$ cat config.mk
export PLATFORM = sky130hd
export DESIGN_NAME = v4_filter_sequencer_flat
export DESIGN_NICKNAME = d
export VERILOG_FILES = /design/src/rtl/v4_filter_sequencer_pkg.sv /design/src/rtl/v4_filter_sequencer_if.sv /design/src/rtl/v4_filter_sequencer_seq_counter.sv /design/src/rtl/v4_filter_sequencer.sv /design/src/flat_wrapper.sv
export SDC_FILE = /design/constraint.sdc
export NUM_CORES = 1
export LEC_CHECK = 0
export ABC_AREA = 1
export CAP_MARGIN = 20
export CORE_ASPECT_RATIO = 1.5
export CORE_MARGIN = 5
export CORE_UTILIZATION = 50
export DETAILED_ROUTE_END_ITERATION = 6
export PLACE_DENSITY = 0.73
export SYNTH_ARGS = -nofsm -noshare
export SYNTH_HDL_FRONTEND = slang
export SYNTH_SLANG_ARGS = --single-unit
$ cat constraint.sdc
create_clock -name clk -period 6.2 [get_ports clk]
set_clock_uncertainty 0.2 [all_clocks]
set_input_delay 1.24 -clock clk [delete_from_list [all_inputs] [get_ports clk]]
set_output_delay 1.24 -clock clk [all_outputs]
set_load 0.005 [all_outputs]
$ cat src/rtl/v4_filter_sequencer_pkg.sv
// Shared widths, sequencer state type, event record and saturating-add helper
// for the v4 filter run-control sequencer.
package v4_parameters;

  localparam int SIZE_FILTER_DATA = 16;
  localparam int TS_WIDTH         = 32;
  localparam int DROP_WIDTH       = 16;

  typedef enum logic [2:0] {
    IDLE,
    SETTLE,
    ARMED,
    WAIT_PEAK,
    OUTPUT,
    HOLDOFF,
    WAIT_LOW
  } seq_state_t;

  typedef struct packed {
    logic [SIZE_FILTER_DATA-1:0] amplitude;
    logic [TS_WIDTH-1:0]         timestamp;
  } ev_t;

  // Lost-event counter pins at all-ones instead of wrapping back to a small value.
  function automatic logic [DROP_WIDTH-1:0] sat_add(input logic [DROP_WIDTH-1:0] base,
                                                    input logic [1:0]            inc);
    logic [DROP_WIDTH:0] sum;
    sum = {1'b0, base} + {{(DROP_WIDTH - 1){1'b0}}, inc};
    return sum[DROP_WIDTH] ? '1 : sum[DROP_WIDTH-1:0];
  endfunction

endpackage

$ cat src/rtl/v4_filter_sequencer_if.sv
// Event hand-off from the sequencer to the channel readout FIFO (valid/ready).
interface v4_filter_sequencer_if;
  import v4_parameters::*;

  logic                        ev_valid;
  logic                        ev_ready;
  logic [SIZE_FILTER_DATA-1:0] ev_amplitude;
  logic [TS_WIDTH-1:0]         ev_timestamp;

  modport master (output ev_valid, output ev_amplitude, output ev_timestamp, input ev_ready);
  modport slave  (input ev_valid, input ev_amplitude, input ev_timestamp, output ev_ready);

endinterface

$ cat src/rtl/v4_filter_sequencer_seq_counter.sv
// Loadable down-counter with a zero flag; a phase loaded with N-1 ends on the
// cycle done is seen, so the phase lasts exactly N cycles.
module v4_seq_counter #(
  parameter int W = 16
) (
  input  logic         clk,
  input  logic         reset,
  input  logic         load,
  input  logic [W-1:0] load_val,
  output logic         done
);

  logic [W-1:0] cnt_q;
  logic [W-1:0] cnt_d;

  always_comb begin
    cnt_d = cnt_q;
    if (load) begin
      cnt_d = load_val;
    end else if (cnt_q != '0) begin
      cnt_d = cnt_q - W'(1);
    end
  end

  always_ff @(posedge clk) begin
    if (!reset) begin
      cnt_q <= '0;
    end else begin
      cnt_q <= cnt_d;
    end
  end

  assign done = (cnt_q == '0);

endmodule

$ cat src/rtl/v4_filter_sequencer.sv
// Run-control and event capture for one trapezoidal filter channel: release the
// filter, settle, arm, trigger on threshold, sample flat-top, hand event to readout.
module v4_filter_sequencer
  import v4_parameters::*;
#(
  parameter int SETTLE_CYC  = 64,
  parameter int PEAK_DELAY  = 12,
  parameter int HOLDOFF_CYC = 32
) (
  input  logic                        clk,
  input  logic                        reset,
  input  logic                        enable,
  input  logic [SIZE_FILTER_DATA-1:0] threshold,
  input  logic [SIZE_FILTER_DATA-1:0] filter_data,
  output logic                        filter_rst_n,
  output logic                        armed,
  output logic [DROP_WIDTH-1:0]       drop_cnt,
  v4_filter_sequencer_if.master       ev
);

  localparam int CNT_W = 16;
  localparam logic [CNT_W-1:0] SETTLE_LOAD = CNT_W'(SETTLE_CYC - 1);
  localparam logic [CNT_W-1:0] PEAK_LOAD   = CNT_W'((PEAK_DELAY > 0) ? PEAK_DELAY - 1 : 0);
  localparam logic [CNT_W-1:0] HOLD_LOAD   = CNT_W'(HOLDOFF_CYC - 1);

  seq_state_t                  state_q, state_d;
  logic [TS_WIDTH-1:0]         ts_q, ts_d;
  ev_t                         ev_q, ev_d;
  logic                        valid_q, valid_d;
  logic [DROP_WIDTH-1:0]       drop_q, drop_d;
  logic [SIZE_FILTER_DATA-1:0] prev_q, prev_d;

  logic             cnt_load;
  logic [CNT_W-1:0] cnt_val;
  logic             cnt_done;
  logic             out_rise;
  logic             lost;

  v4_seq_counter #(.W(CNT_W)) u_phase_cnt (
    .clk      (clk),
    .reset    (reset),
    .load     (cnt_load),
    .load_val (cnt_val),
    .done     (cnt_done)
  );

  // NOTE: every signal written here gets a default first, so no path can infer a latch.
  always_comb begin
    state_d  = state_q;
    ev_d     = ev_q;
    valid_d  = valid_q;
    cnt_load = 1'b0;
    cnt_val  = '0;
    lost     = 1'b0;
    prev_d   = filter_data;
    ts_d     = (state_q == IDLE) ? '0 : ts_q + TS_WIDTH'(1);
    out_rise = (state_q == OUTPUT) && (prev_q <= threshold) && (filter_data > threshold);

    unique case (state_q)
      IDLE: begin
        if (enable) begin
          state_d  = SETTLE;
          cnt_load = 1'b1;
          cnt_val  = SETTLE_LOAD;
        end
      end
      SETTLE: begin
        if (cnt_done) state_d = ARMED;
      end
      ARMED: begin
        if (filter_data > threshold) begin
          ev_d.timestamp = ts_q;
          if (PEAK_DELAY == 0) begin
            ev_d.amplitude = filter_data;
            valid_d        = 1'b1;
            state_d        = OUTPUT;
          end else begin
            cnt_load = 1'b1;
            cnt_val  = PEAK_LOAD;
            state_d  = WAIT_PEAK;
          end
        end
      end
      WAIT_PEAK: begin
        if (cnt_done) begin
          ev_d.amplitude = filter_data;
          valid_d        = 1'b1;
          state_d        = OUTPUT;
        end
      end
      OUTPUT: begin
        if (ev.ev_ready) begin
          valid_d  = 1'b0;
          cnt_load = 1'b1;
          cnt_val  = HOLD_LOAD;
          state_d  = HOLDOFF;
        end
      end
      HOLDOFF: begin
        if (cnt_done) state_d = WAIT_LOW;
      end
      WAIT_LOW: begin
        if (filter_data <= threshold) state_d = ARMED;
      end
      default: state_d = IDLE;
    endcase

    // Disable wins over everything; an unaccepted pending event is counted as lost.
    if (!enable) begin
      lost    = valid_q && !ev.ev_ready;
      valid_d = 1'b0;
      state_d = IDLE;
    end

    drop_d = sat_add(drop_q, {1'b0, out_rise} + {1'b0, lost});
  end

  // NOTE: flops use non-blocking <= so every register samples pre-edge values.
  always_ff @(posedge clk) begin
    if (!reset) begin
      state_q <= IDLE;
      ts_q    <= '0;
      ev_q    <= '0;
      valid_q <= 1'b0;
      drop_q  <= '0;
      prev_q  <= '0;
    end else begin
      state_q <= state_d;
      ts_q    <= ts_d;
      ev_q    <= ev_d;
      valid_q <= valid_d;
      drop_q  <= drop_d;
      prev_q  <= prev_d;
    end
  end

  assign filter_rst_n    = (state_q != IDLE);
  assign armed           = (state_q == ARMED);
  assign drop_cnt        = drop_q;
  assign ev.ev_valid     = valid_q;
  assign ev.ev_amplitude = ev_q.amplitude;
  assign ev.ev_timestamp = ev_q.timestamp;

endmodule

$ cat src/flat_wrapper.sv
// flat-port wrapper written by rule: the top's interface ports become plain ports
module v4_filter_sequencer_flat import v4_parameters::*;
#(
  parameter int SETTLE_CYC  = 64,
  parameter int PEAK_DELAY  = 12,
  parameter int HOLDOFF_CYC = 32
)
  (clk, reset, enable, threshold, filter_data, filter_rst_n, armed, drop_cnt, ev_ev_valid, ev_ev_amplitude, ev_ev_timestamp, ev_ev_ready);
  v4_filter_sequencer_if ev_i ();
  input  logic clk;
  input  logic reset;
  input  logic enable;
  input  logic [SIZE_FILTER_DATA-1:0] threshold;
  input  logic [SIZE_FILTER_DATA-1:0] filter_data;
  output logic filter_rst_n;
  output logic armed;
  output logic [DROP_WIDTH-1:0] drop_cnt;
  output wire logic [$bits(ev_i.ev_valid)-1:0] ev_ev_valid;
  output wire logic [$bits(ev_i.ev_amplitude)-1:0] ev_ev_amplitude;
  output wire logic [$bits(ev_i.ev_timestamp)-1:0] ev_ev_timestamp;
  input wire logic [$bits(ev_i.ev_ready)-1:0] ev_ev_ready;
  assign ev_ev_valid = ev_i.ev_valid;
  assign ev_ev_amplitude = ev_i.ev_amplitude;
  assign ev_ev_timestamp = ev_i.ev_timestamp;
  assign ev_i.ev_ready = ev_ev_ready;
  v4_filter_sequencer #(.SETTLE_CYC(SETTLE_CYC), .PEAK_DELAY(PEAK_DELAY), .HOLDOFF_CYC(HOLDOFF_CYC)) u_core (.clk(clk), .reset(reset), .enable(enable), .threshold(threshold), .filter_data(filter_data), .filter_rst_n(filter_rst_n), .armed(armed), .drop_cnt(drop_cnt), .ev(ev_i));
endmodule
==> impl_metrics.py, run 1 <==
metrics = {
    "outcome": {
        "status": "completed",
    },
    "route": {
        "drtIter0Drc": 173,
        "wl_per_cell_um": 13.20,
        "routed_via_density": 4.975,
        "remaining_drc_errors": 0,
        "via_count": 5602,
        "ant_nets": 0,
        "firstDrtPassIters": 6,
        "route.final.wire_length_um": 14860,
    },
    "cells_and_area": {
        "mostFrequentLayoutCell": "inv_1",
        "diodes": 0,
        "syn2layout_area_growth_pct": 27.50,
        "drive_gt1_share_pct": 7.629,
        "layout_common_cells": "inv_1 (163), dfxtp_1 (132), nand2_1 (118)",
        "fin_nets": 1029,
        "num-fill-cells": 1116,
    },
    "cts": {
        "clk_latency_ps": 420,
        "cts_root_buffer": "clkbuf_16",
        "cts-resized-gates": 0,
        "cts.path.max_buffers": 2,
        "postCtsHoldBufs": 0,
        "cts_sinks": 132,
        "cts_tree": "built",
        "path_clk_slew_ps": 50,
        "numCtsBuffers": 17,
        "cts_htree_levels": 4,
        "post_cts_buffers": 0,
    },
    "job": {
        "cap_violations": 0,
    },
    "critical_path": {
        "cp.arrival_ps": 4700,
        "crit_type": "in2reg",
        "start_kind": "input pin",
        "cp_common_cell": "inv_1",
        "slowest_stage": "clkdlybuf4s50_1",
        "cp.required_ps": 6360,
        "path_max_fanout": 6,
        "critPathCaptureType": "flop",
        "crit_path_cell_trace": "clkdlybuf4s50_1, inv_1, ha_1, nand2_1, inv_1, o21ai_0, a21oi_1, nor4_1, a21oi_1, nor3_1, fa_1, ha_1, nand2_1, nor3_2, nand3_2, inv_2, nand2_2, nor2_4, nand4_4, nor2_4, o21ai_1, inv_1",
        "critPathMaxStageDelay_ps": 450,
    },
    "timing": {
        "final_hold_viol_count": 0,
        "rsz0062_at_grt": "false",
        "period_share_pct": 73.26,
        "post-route-min-period_ps": 4542,
        "slew_viol_final": 0,
        "setup_viol": 0,
        "fin_ws_ps": 1658,
        "fmax_mhz": 220.2,
        "tightest_slew_ps": 753.8,
        "setup_tns_ps": 0,
        "max_slew_margin_pct": 49.75,
    },
    "floorplan": {
        "coreArea_mm2": 0.01251,
        "io_pins": 103,
        "initial_core_util_pct": 51.27,
        "die_area_mm2": 0.01524,
        "die_w_um": 102.5,
        "rows": 50,
        "die_h_um": 148.7,
    },
    "global_routing": {
        "grt_pass1_wl_um": 25000,
        "first_global_vias": 5533,
        "grt_overflow": 0,
        "grt_max_degree": 69,
        "antenna_found_initial": 0,
        "gr-usage-all-layers_pct": 20.51,
    },
    "logic_synthesis": {
        "synth_nets": 926,
        "ys_top_cells_by_area": "dfxtp_1 (41%), inv_1 (9.5%), a21oi_1 (7.4%), nand2_1 (6.9%), ha_1 (6.8%)",
        "ys_seq_area_share_pct": 41.19,
        "synth_seq_cells": 132,
        "synth_top_area_share_pct": 41.19,
        "syn_inst": 854,
        "synth.avg_cell_area_um2": 7.512,
        "ys_types": 46,
        "synth_mux_area_share_pct": 0,
        "synthXorXnorAreaFrac_pct": 3.959,
        "syn-cell-area_mm2": 0.006415,
        "synth-compound-area-share_pct": 13.98,
        "ys_warn_count": 0,
        "yosys.area_share.adder_pct": 7.139,
        "synth-simple-area-share_pct": 22.68,
        "synth_top_family_by_area": "simple AND/OR/NAND/NOR gates",
        "yosysTopAreaCell": "dfxtp_1",
    },
    "placed_design": {
        "hpwl_um": 11110,
        "dp_slack_ps": 1134,
        "place_congestion": 0.8584,
        "io_buffers": 102,
    },
    "power_and_ir_drop": {
        "power.leakage_nw": 3.388,
        "power_density_mw_per_mm2": 269.3,
        "ir_drop_mv": 0.1972,
    },
    "worst_hold_path": {
        "hold_class": "reg2reg",
    },
}
## logic make-up (layout without fill, tap and decap cells)
group | Yosys count | in the layout
simple gates | 297 | 297
compound gates | 174 | 174
flops | 132 | 132
buf+inv | 186 | 302
fa+ha+maj | 36 | 36
xor+xnor | 29 | 29
## path summary, 6_finish.rpt
kind                                           startpoint                        end  slack, ps  cells past startpoint
worst max-delay path                         threshold[9]        u_core.drop_cnt[15]       1660                     22
worst min-delay path            u_core.ev.ev_amplitude[4]  u_core.ev.ev_amplitude[4]        240                      2
worst max register to register           u_core.prev_q[9]        u_core.drop_cnt[15]       2710                     20
worst min register to register  u_core.ev.ev_amplitude[4]  u_core.ev.ev_amplitude[4]        240                      2
## cells in the mapped netlist (all sizes together)
| cell type | number |
|---|---|
| o21a | 1 |
| o21ai | 70 |
| a31o | 1 |
| xnor2 | 8 |
| a21o | 1 |
| o2111ai | 1 |
| o21bai | 1 |
| a21oi | 96 |
| clkbuf | 13 |
| nor4 | 2 |
| nor2 | 82 |
| nand3 | 26 |
| xor2 | 21 |
| dfxtp | 132 |
| and3 | 1 |
| nor3b | 5 |
| buf | 8 |
| fa | 1 |
| nand3b | 4 |
| or2 | 8 |
| nand4 | 18 |
| a211oi | 1 |
| ha | 35 |
| o211ai | 1 |
| inv | 165 |
| o31ai | 1 |
| nand2 | 126 |
| nor3 | 25 |
## critical path: cells and delay by family
| family | cells | cell delay [ps] |
|---|---|---|
| compound gates | 4 | 470 |
| simple gates | 10 | 1530 |
| buf+inv | 5 | 710 |
| fa+ha+maj | 3 | 760 |
## where the power goes
group          total (mW)  internal [mW]  leakage (nW)  switching, mW
registers           0.905          0.881          1.07         0.0233
logic               0.262          0.113          2.02          0.149
clock network        1.04          0.649         0.295          0.387
total                2.20           1.64          3.39          0.559
## final cells by class
| type | count | area, um2 | area share [%] |
|---|---|---|---|
| Clock buffer | 19 | 442.9 | 5.415 |
| Clock inverter | 13 | 171.4 | 2.096 |
| Inverter | 165 | 619.3 | 7.572 |
| Multi-Input combinational cell | 536 | 3069 | 37.52 |
| Sequential cell | 132 | 2643 | 32.31 |
| Tap cell | 156 | 195.2 | 2.386 |
| Timing Repair Buffer | 105 | 1039 | 12.70 |
## registers in the layout (all words and copies together), names as in the netlist
register	cells
u_core.drop_cnt	16
u_core.ev.ev_amplitude	16
u_core.ev.ev_timestamp	32
u_core.ev.ev_valid	1
u_core.prev_q	16
u_core.state_q	3
u_core.ts_q	32
u_core.u_phase_cnt.cnt_q	16
## per-stage QoR
stage          cell area [um2]  util, %  total power, mW  cells  hold WS, ps
4_1_cts                   8179    65.37            2.227   1126        243.9
3_3_place_gp              7565    60.46            1.181   1094        231.3
3_5_place_dp              7565    60.46            1.184   1094        235.5
2_1_floorplan             6415        -            1.096    854        227.0
5_1_grt                   8179    65.37            2.310   1126        260.8
6_report                  8179    65.37            2.202   1126        242.5
## per-layer routing
metal | global-route usage (%) | part of all wire, %
met1 | 21.20 | 39
met3 | 4.552 | 4.5
met2 | 37.81 | 53
met4 | 10.05 | 3.4
met5 | 0 | 0
Power figures use the tool's default switching activity.
==> inputs of run 2 (changes only) <==
==> constraint.sdc (replaced) <==
create_clock -name clk -period 4.5 [get_ports clk]
set_clock_uncertainty 0.2 [all_clocks]
set_input_delay 0.9 -clock clk [delete_from_list [all_inputs] [get_ports clk]]
set_output_delay 0.9 -clock clk [all_outputs]
set_load 0.005 [all_outputs]
==> run 2 against run 1 <==
Net effect: routed wire length increased by 1.4%; worst hold slack about the same; total power increased by 41%; clock power increased by 43%; core utilization increased by 0.62 points; sequential power increased by 38%; largest cell class unchanged.
==> impl_metrics.py, run 2 (synthesis gave the netlist of run 1 again) <==
metrics = {
    "power_and_ir_drop": {
        "clockPowerShare_pct": 48.0,
        "p_int_mw": 2.326,
        "power.leakage_nw": 3.432,
        "p_sw_share_pct": 24.99,
        "ir_drop_mv": 0.2626,
        "seq_power_share_pct": 40.2,
        "p_switching_mw": 0.7751,
        "pwr-share-comb_pct": 11.9,
        "power_density_mw_per_mm2": 375.6,
    },
    "critical_path": {
        "path_max_fanout": 6,
        "cp-startpoint": "filter_data[15]",
        "cp.arrival_ps": 4260,
        "r2r_cells": 18,
        "start_kind": "input pin",
        "critPathCaptureType": "flop",
        "crit_type": "in2reg",
        "cp.required_ps": 4650,
        "r2r_start": "u_core.prev_q[13]",
    },
    "timing": {
        "max_slew_margin_pct": 59.87,
        "final_hold_viol_count": 0,
        "setup_viol": 0,
        "post-route-min-period_ps": 4110,
        "slew_viol_final": 0,
        "rsz0062_at_grt": "false",
        "tightest_slew_ps": 601.3,
        "fmax_mhz": 243.3,
        "period_share_pct": 91.34,
        "timing.hold.ws_ps": 242.3,
    },
    "worst_hold_path": {
        "holdPathStages": 2,
        "hold_start": "u_core.ev.ev_amplitude[2]",
        "hold_class": "reg2reg",
    },
    "floorplan": {
        "die_h_um": 148.7,
        "die_area_mm2": 0.01524,
        "die_w_um": 102.5,
        "io_pins": 103,
        "rows": 50,
        "initial_core_util_pct": 51.27,
        "coreArea_mm2": 0.01251,
    },
    "route": {
        "firstDrtPassIters": 4,
        "routed_via_density": 4.975,
        "wl_per_cell_um": 13.31,
        "ant_nets": 0,
        "route.final.wire_length_um": 15070,
        "drtIter0Drc": 156,
        "via_count": 5632,
        "remaining_drc_errors": 0,
    },
    "cts": {
        "cts_root_buffer": "clkbuf_16",
        "clk_latency_ps": 420,
        "cts.path.max_buffers": 2,
        "cts_htree_levels": 4,
        "cts_sinks": 132,
        "path_clk_slew_ps": 60,
        "cts_tree": "built",
        "numCtsBuffers": 17,
    },
    "global_routing": {
        "grt_pass1_wl_um": 25140,
        "antenna_found_initial": 0,
        "gr-usage-all-layers_pct": 20.59,
        "first_global_vias": 5638,
        "grt_overflow": 0,
        "grt_max_degree": 63,
    },
    "placed_design": {
        "place_congestion": 0.8329,
        "hpwl_um": 11120,
        "io_buffers": 102,
    },
    "cells_and_area": {
        "layout_common_cells": "inv_1 (163), dfxtp_1 (132), nand2_1 (118)",
        "diodes": 0,
        "syn2layout_area_growth_pct": 28.71,
        "mostFrequentLayoutCell": "inv_1",
        "fin_nets": 1035,
        "drive_gt1_share_pct": 8.299,
        "post-route-util_pct": 65.99,
    },
    "job": {
        "cap_violations": 0,
    },
    "outcome": {
        "status": "completed",
    },
}
[run 2: cell count changes in the layout (fill, tap and decap cells not counted)]
cell,delta
buf_4,+6
bufinv_16,+1
clkinv_2,-1
clkinv_4,+2
clkinvlp_4,-1
inv_6,-1
nor4_1,-1
nor4_2,+1
[run 2: final cells by class]
class / count / area (um2)
Tap cell: 156 / 195.2
Multi-Input combinational cell: 536 / 3075
Clock inverter: 13 / 197.7
Inverter: 165 / 619.3
Fill cell: 1086 / 4255
Sequential cell: 132 / 2643
Clock buffer: 19 / 442.9
Timing Repair Buffer: 111 / 1084
[run 2: final timing paths]
kind	endpoint	slack, ps
worst max-delay path	u_core.drop_cnt[15]	390
worst min-delay path	u_core.ev.ev_amplitude[2]	240
worst max register to register	u_core.drop_cnt[15]	1130
worst min register to register	u_core.ev.ev_amplitude[2]	240
[run 2: per-layer routing]
| metal | GRT usage (%) | share of wire [%] | wire length (um) | vias to the layer above |
|---|---|---|---|---|
| met5 | 0 | 0 | 0 | - |
| met4 | 8.601 | 2.5 | 384 | 0 |
| met2 | 38.26 | 54 | 8074 | 128 |
| li1 | - | - | - | 2954 |
| met1 | 21.74 | 39 | 5887 | 2520 |
| met3 | 4.458 | 4.8 | 723 | 30 |
[run 2: timing repair]
item | 4_1_cts | 5_1_grt
hold buffers | 0 | 0
resized for setup | 0 | 1
hold endpoints to repair | 0 | 0
setup endpoints to repair | 0 | 1
buffers inserted | 0 | 0
[run 2: critical path: stages]
cell             delay, ps
clkdlybuf4s50_1        480
ha_1                   320
nand2_1                 90
nor3_1                 350
nand2_1                 90
nand2_1                 90
nand2_1                 70
nor3_1                 260
fa_1                   260
ha_1                   190
nand2_1                 80
nor3_2                 240
nand3_2                120
inv_2                   90
nand2_2                 60
nor2_4                 120
nand4_4                110
nor2_4                 170
o21ai_1                100
inv_1                   80
[run 2: power groups by stage]
stage	sequential, mW	combinational [mW]	clock [mW]
after detailed placement	1.27	0.367	0
after global placement	1.27	0.364	0
after CTS	1.24	0.371	1.51
after floorplan	1.27	0.244	0
final	1.25	0.369	1.49
after global routing	1.25	0.421	1.58
[run 2: metrics by stage]
step                power [mW]  TNS [ps]  std cells  setup slack [ps]  instance area (um2)
global route             3.249         0       1132             64.73                 8257
detailed placement       1.637    -501.3       1100            -85.44                 7610
CTS                      3.130         0       1132             263.5                 8250
floorplan                1.509         0        854             835.6                 6415
global placement         1.633    -112.0       1100            -42.50                 7610
finish                   3.101         0       1132             389.7                 8257
==> inputs of run 3 (changes only) <==
--- a/config.mk
+++ b/config.mk
@@ -10,6 +10,7 @@
 export CORE_ASPECT_RATIO = 1.5
 export CORE_MARGIN = 5
 export CORE_UTILIZATION = 50
+export CTS_BUF_LIST = sky130_fd_sc_hd__clkbuf_4
 export DETAILED_ROUTE_END_ITERATION = 6
 export PLACE_DENSITY = 0.73
 export SYNTH_ARGS = -nofsm -noshare
==> run 3 against run 2 <==
Net effect: flip-flop and latch count is the same; via count is 0.96% lower; sequential share of layout area grew 1.2 points; final area decreased by 3.7%; setup slack gained 120 ps; final cell count about the same; register-to-register slack got worse by 40 ps; count of clock-buffer cells in the layout is 1 lower; first-iteration DRC count fell by 4.5%; combinational power is essentially flat; fmax increased by 3.0%; critical path type unchanged; critical endpoint unchanged.
==> impl_metrics.py, run 3 (synthesis gave the netlist of run 1 again) <==
metrics = {
    "outcome": {
        "status": "completed",
    },
    "critical_path": {
        "path_max_fanout": 6,
        "crit_path_cell_trace": "clkdlybuf4s50_1, inv_1, ha_1, nand2_1, inv_1, o21ai_0, a21oi_1, nor4_1, a21oi_1, nor3_1, fa_1, ha_1, nand2_1, nor3_2, nand3_2, inv_2, nand2_2, nor2_4, nand4_4, nor2_4, o21ai_1, inv_1",
        "slowest_stage": "clkdlybuf4s50_1",
        "cp_common_cell": "inv_1",
        "cp.arrival_ps": 4250,
        "critPathCaptureType": "flop",
        "cp.required_ps": 4760,
        "start_kind": "input pin",
        "r2r_setup_slack_ps": 1090,
        "critPathMaxStageDelay_ps": 460,
        "r2r_cells": 20,
        "r2r_start": "u_core.prev_q[9]",
        "crit_type": "in2reg",
        "reg2reg_to": "u_core.drop_cnt[15]",
    },
    "power_and_ir_drop": {
        "power_density_mw_per_mm2": 317.9,
        "total_power_mw": 2.527,
        "ir_drop_mv": 0.2111,
        "seq_power_share_pct": 49.3,
        "p_switching_mw": 0.6988,
        "pwr-share-comb_pct": 14.5,
        "power.leakage_nw": 3.297,
        "p_int_mw": 1.828,
        "clockPowerShare_pct": 36.2,
        "p_sw_share_pct": 27.66,
    },
    "placed_design": {
        "place_congestion": 0.8329,
        "io_buffers": 102,
        "hpwl_um": 11120,
    },
    "worst_hold_path": {
        "hold_end": "u_core.ev.ev_amplitude[5]",
        "hold_start": "u_core.ev.ev_amplitude[5]",
        "hold_class": "reg2reg",
        "holdPathStages": 2,
    },
    "cells_and_area": {
        "drive_gt1_share_pct": 8.197,
        "syn2layout_area_growth_pct": 23.91,
        "post-route-util_pct": 63.53,
        "layout_common_cells": "inv_1 (163), dfxtp_1 (132), nand2_1 (118)",
        "fin_nets": 1035,
        "mostFrequentLayoutCell": "inv_1",
    },
    "cts": {
        "postCtsHoldBufs": 0,
        "cts.path.max_buffers": 2,
        "cts_htree_levels": 4,
        "path_clk_slew_ps": 110,
        "post_cts_buffers": 0,
        "cts-resized-gates": 0,
        "numCtsBuffers": 17,
        "cts_root_buffer": "clkbuf_4",
        "cts_tree": "built",
        "cts_sinks": 132,
        "clk_latency_ps": 530,
    },
    "floorplan": {
        "initial_core_util_pct": 51.27,
        "rows": 50,
        "die_h_um": 148.7,
        "io_pins": 103,
        "die_area_mm2": 0.01524,
        "coreArea_mm2": 0.01251,
        "die_w_um": 102.5,
    },
    "route": {
        "firstDrtPassIters": 5,
        "routed_via_density": 4.923,
        "route.final.wire_length_um": 14820,
        "remaining_drc_errors": 0,
        "ant_nets": 0,
        "via_count": 5578,
        "drtIter0Drc": 149,
        "wl_per_cell_um": 13.08,
    },
    "timing": {
        "final_hold_viol_count": 0,
        "post-route-min-period_ps": 3990,
        "rsz0062_at_grt": "false",
        "period_share_pct": 88.67,
        "fmax_mhz": 250.6,
        "tightest_slew_ps": 595.5,
        "slew_viol_final": 0,
        "setup_viol": 0,
        "max_slew_margin_pct": 60.26,
    },
    "global_routing": {
        "gr-usage-all-layers_pct": 20.16,
        "grt_pass1_wl_um": 24680,
        "grt_max_degree": 63,
        "first_global_vias": 5504,
        "antenna_found_initial": 1,
        "grt_overflow": 0,
    },
    "job": {
        "cap_violations": 0,
    },
}
-- run 3: area by class of cell --
class | count | area (um2)
antenna | 1 | 2.502
timing repair buffer | 111 | 1084
sequential | 132 | 2643
inverter | 165 | 619.3
clock inverter | 14 | 201.4
tap | 156 | 195.2
fill | 1123 | 4563
multi-input combinational | 536 | 3069
clock buffer | 18 | 135.1
-- run 3: worst max-delay path: cells and delay by family --
kind	cells	cell delay [ps]
and+or+nand+nor	10	1480
adders and majority gates	3	720
buffers and inverters	5	720
AOI/OAI and AO/OA	4	440
-- run 3: power by group through the flow --
stage	registers (mW)	clock network [mW]	logic [mW]
2_1_floorplan	1.27	0	0.244
3_3_place_gp	1.27	0	0.364
5_1_grt	1.25	0.996	0.419
3_5_place_dp	1.27	0	0.367
6_report	1.24	0.915	0.367
4_1_cts	1.24	0.943	0.370
-- run 3: per-stage QoR --
stage,area (um2),setup TNS [ps],instances,hold slack (ps),setup WS [ps]
2_1_floorplan,6415,0,854,227.0,835.6
3_3_place_gp,7610,-112.0,1100,231.4,-42.50
3_5_place_dp,7610,-501.3,1100,234.1,-85.44
4_1_cts,7946,0,1132,251.8,462.6
5_1_grt,7949,0,1133,270.8,178.6
6_report,7949,0,1133,251.3,509.7
-- run 3: per-layer routing --
metal	global-route usage, %	part of all wire (%)	vias to the layer above
li1	-	-	2948
met1	21.27	39	2485
met2	37.94	54	114
met3	4.036	4.5	31
met4	7.945	2.6	0
met5	0	0	-
-- run 3: worst max path at each step --
stage             startpoint                   to  slack (ps)  cells after the start
3_3_place_gp    threshold[9]  u_core.drop_cnt[15]         -40                     22
5_1_grt         threshold[9]  u_core.drop_cnt[11]         180                     22
4_1_cts         threshold[9]  u_core.drop_cnt[11]         460                     22
6_report        threshold[9]  u_core.drop_cnt[15]         510                     22
3_5_place_dp    threshold[9]  u_core.drop_cnt[15]         -90                     22
2_1_floorplan  threshold[15]  u_core.drop_cnt[14]         840                     19
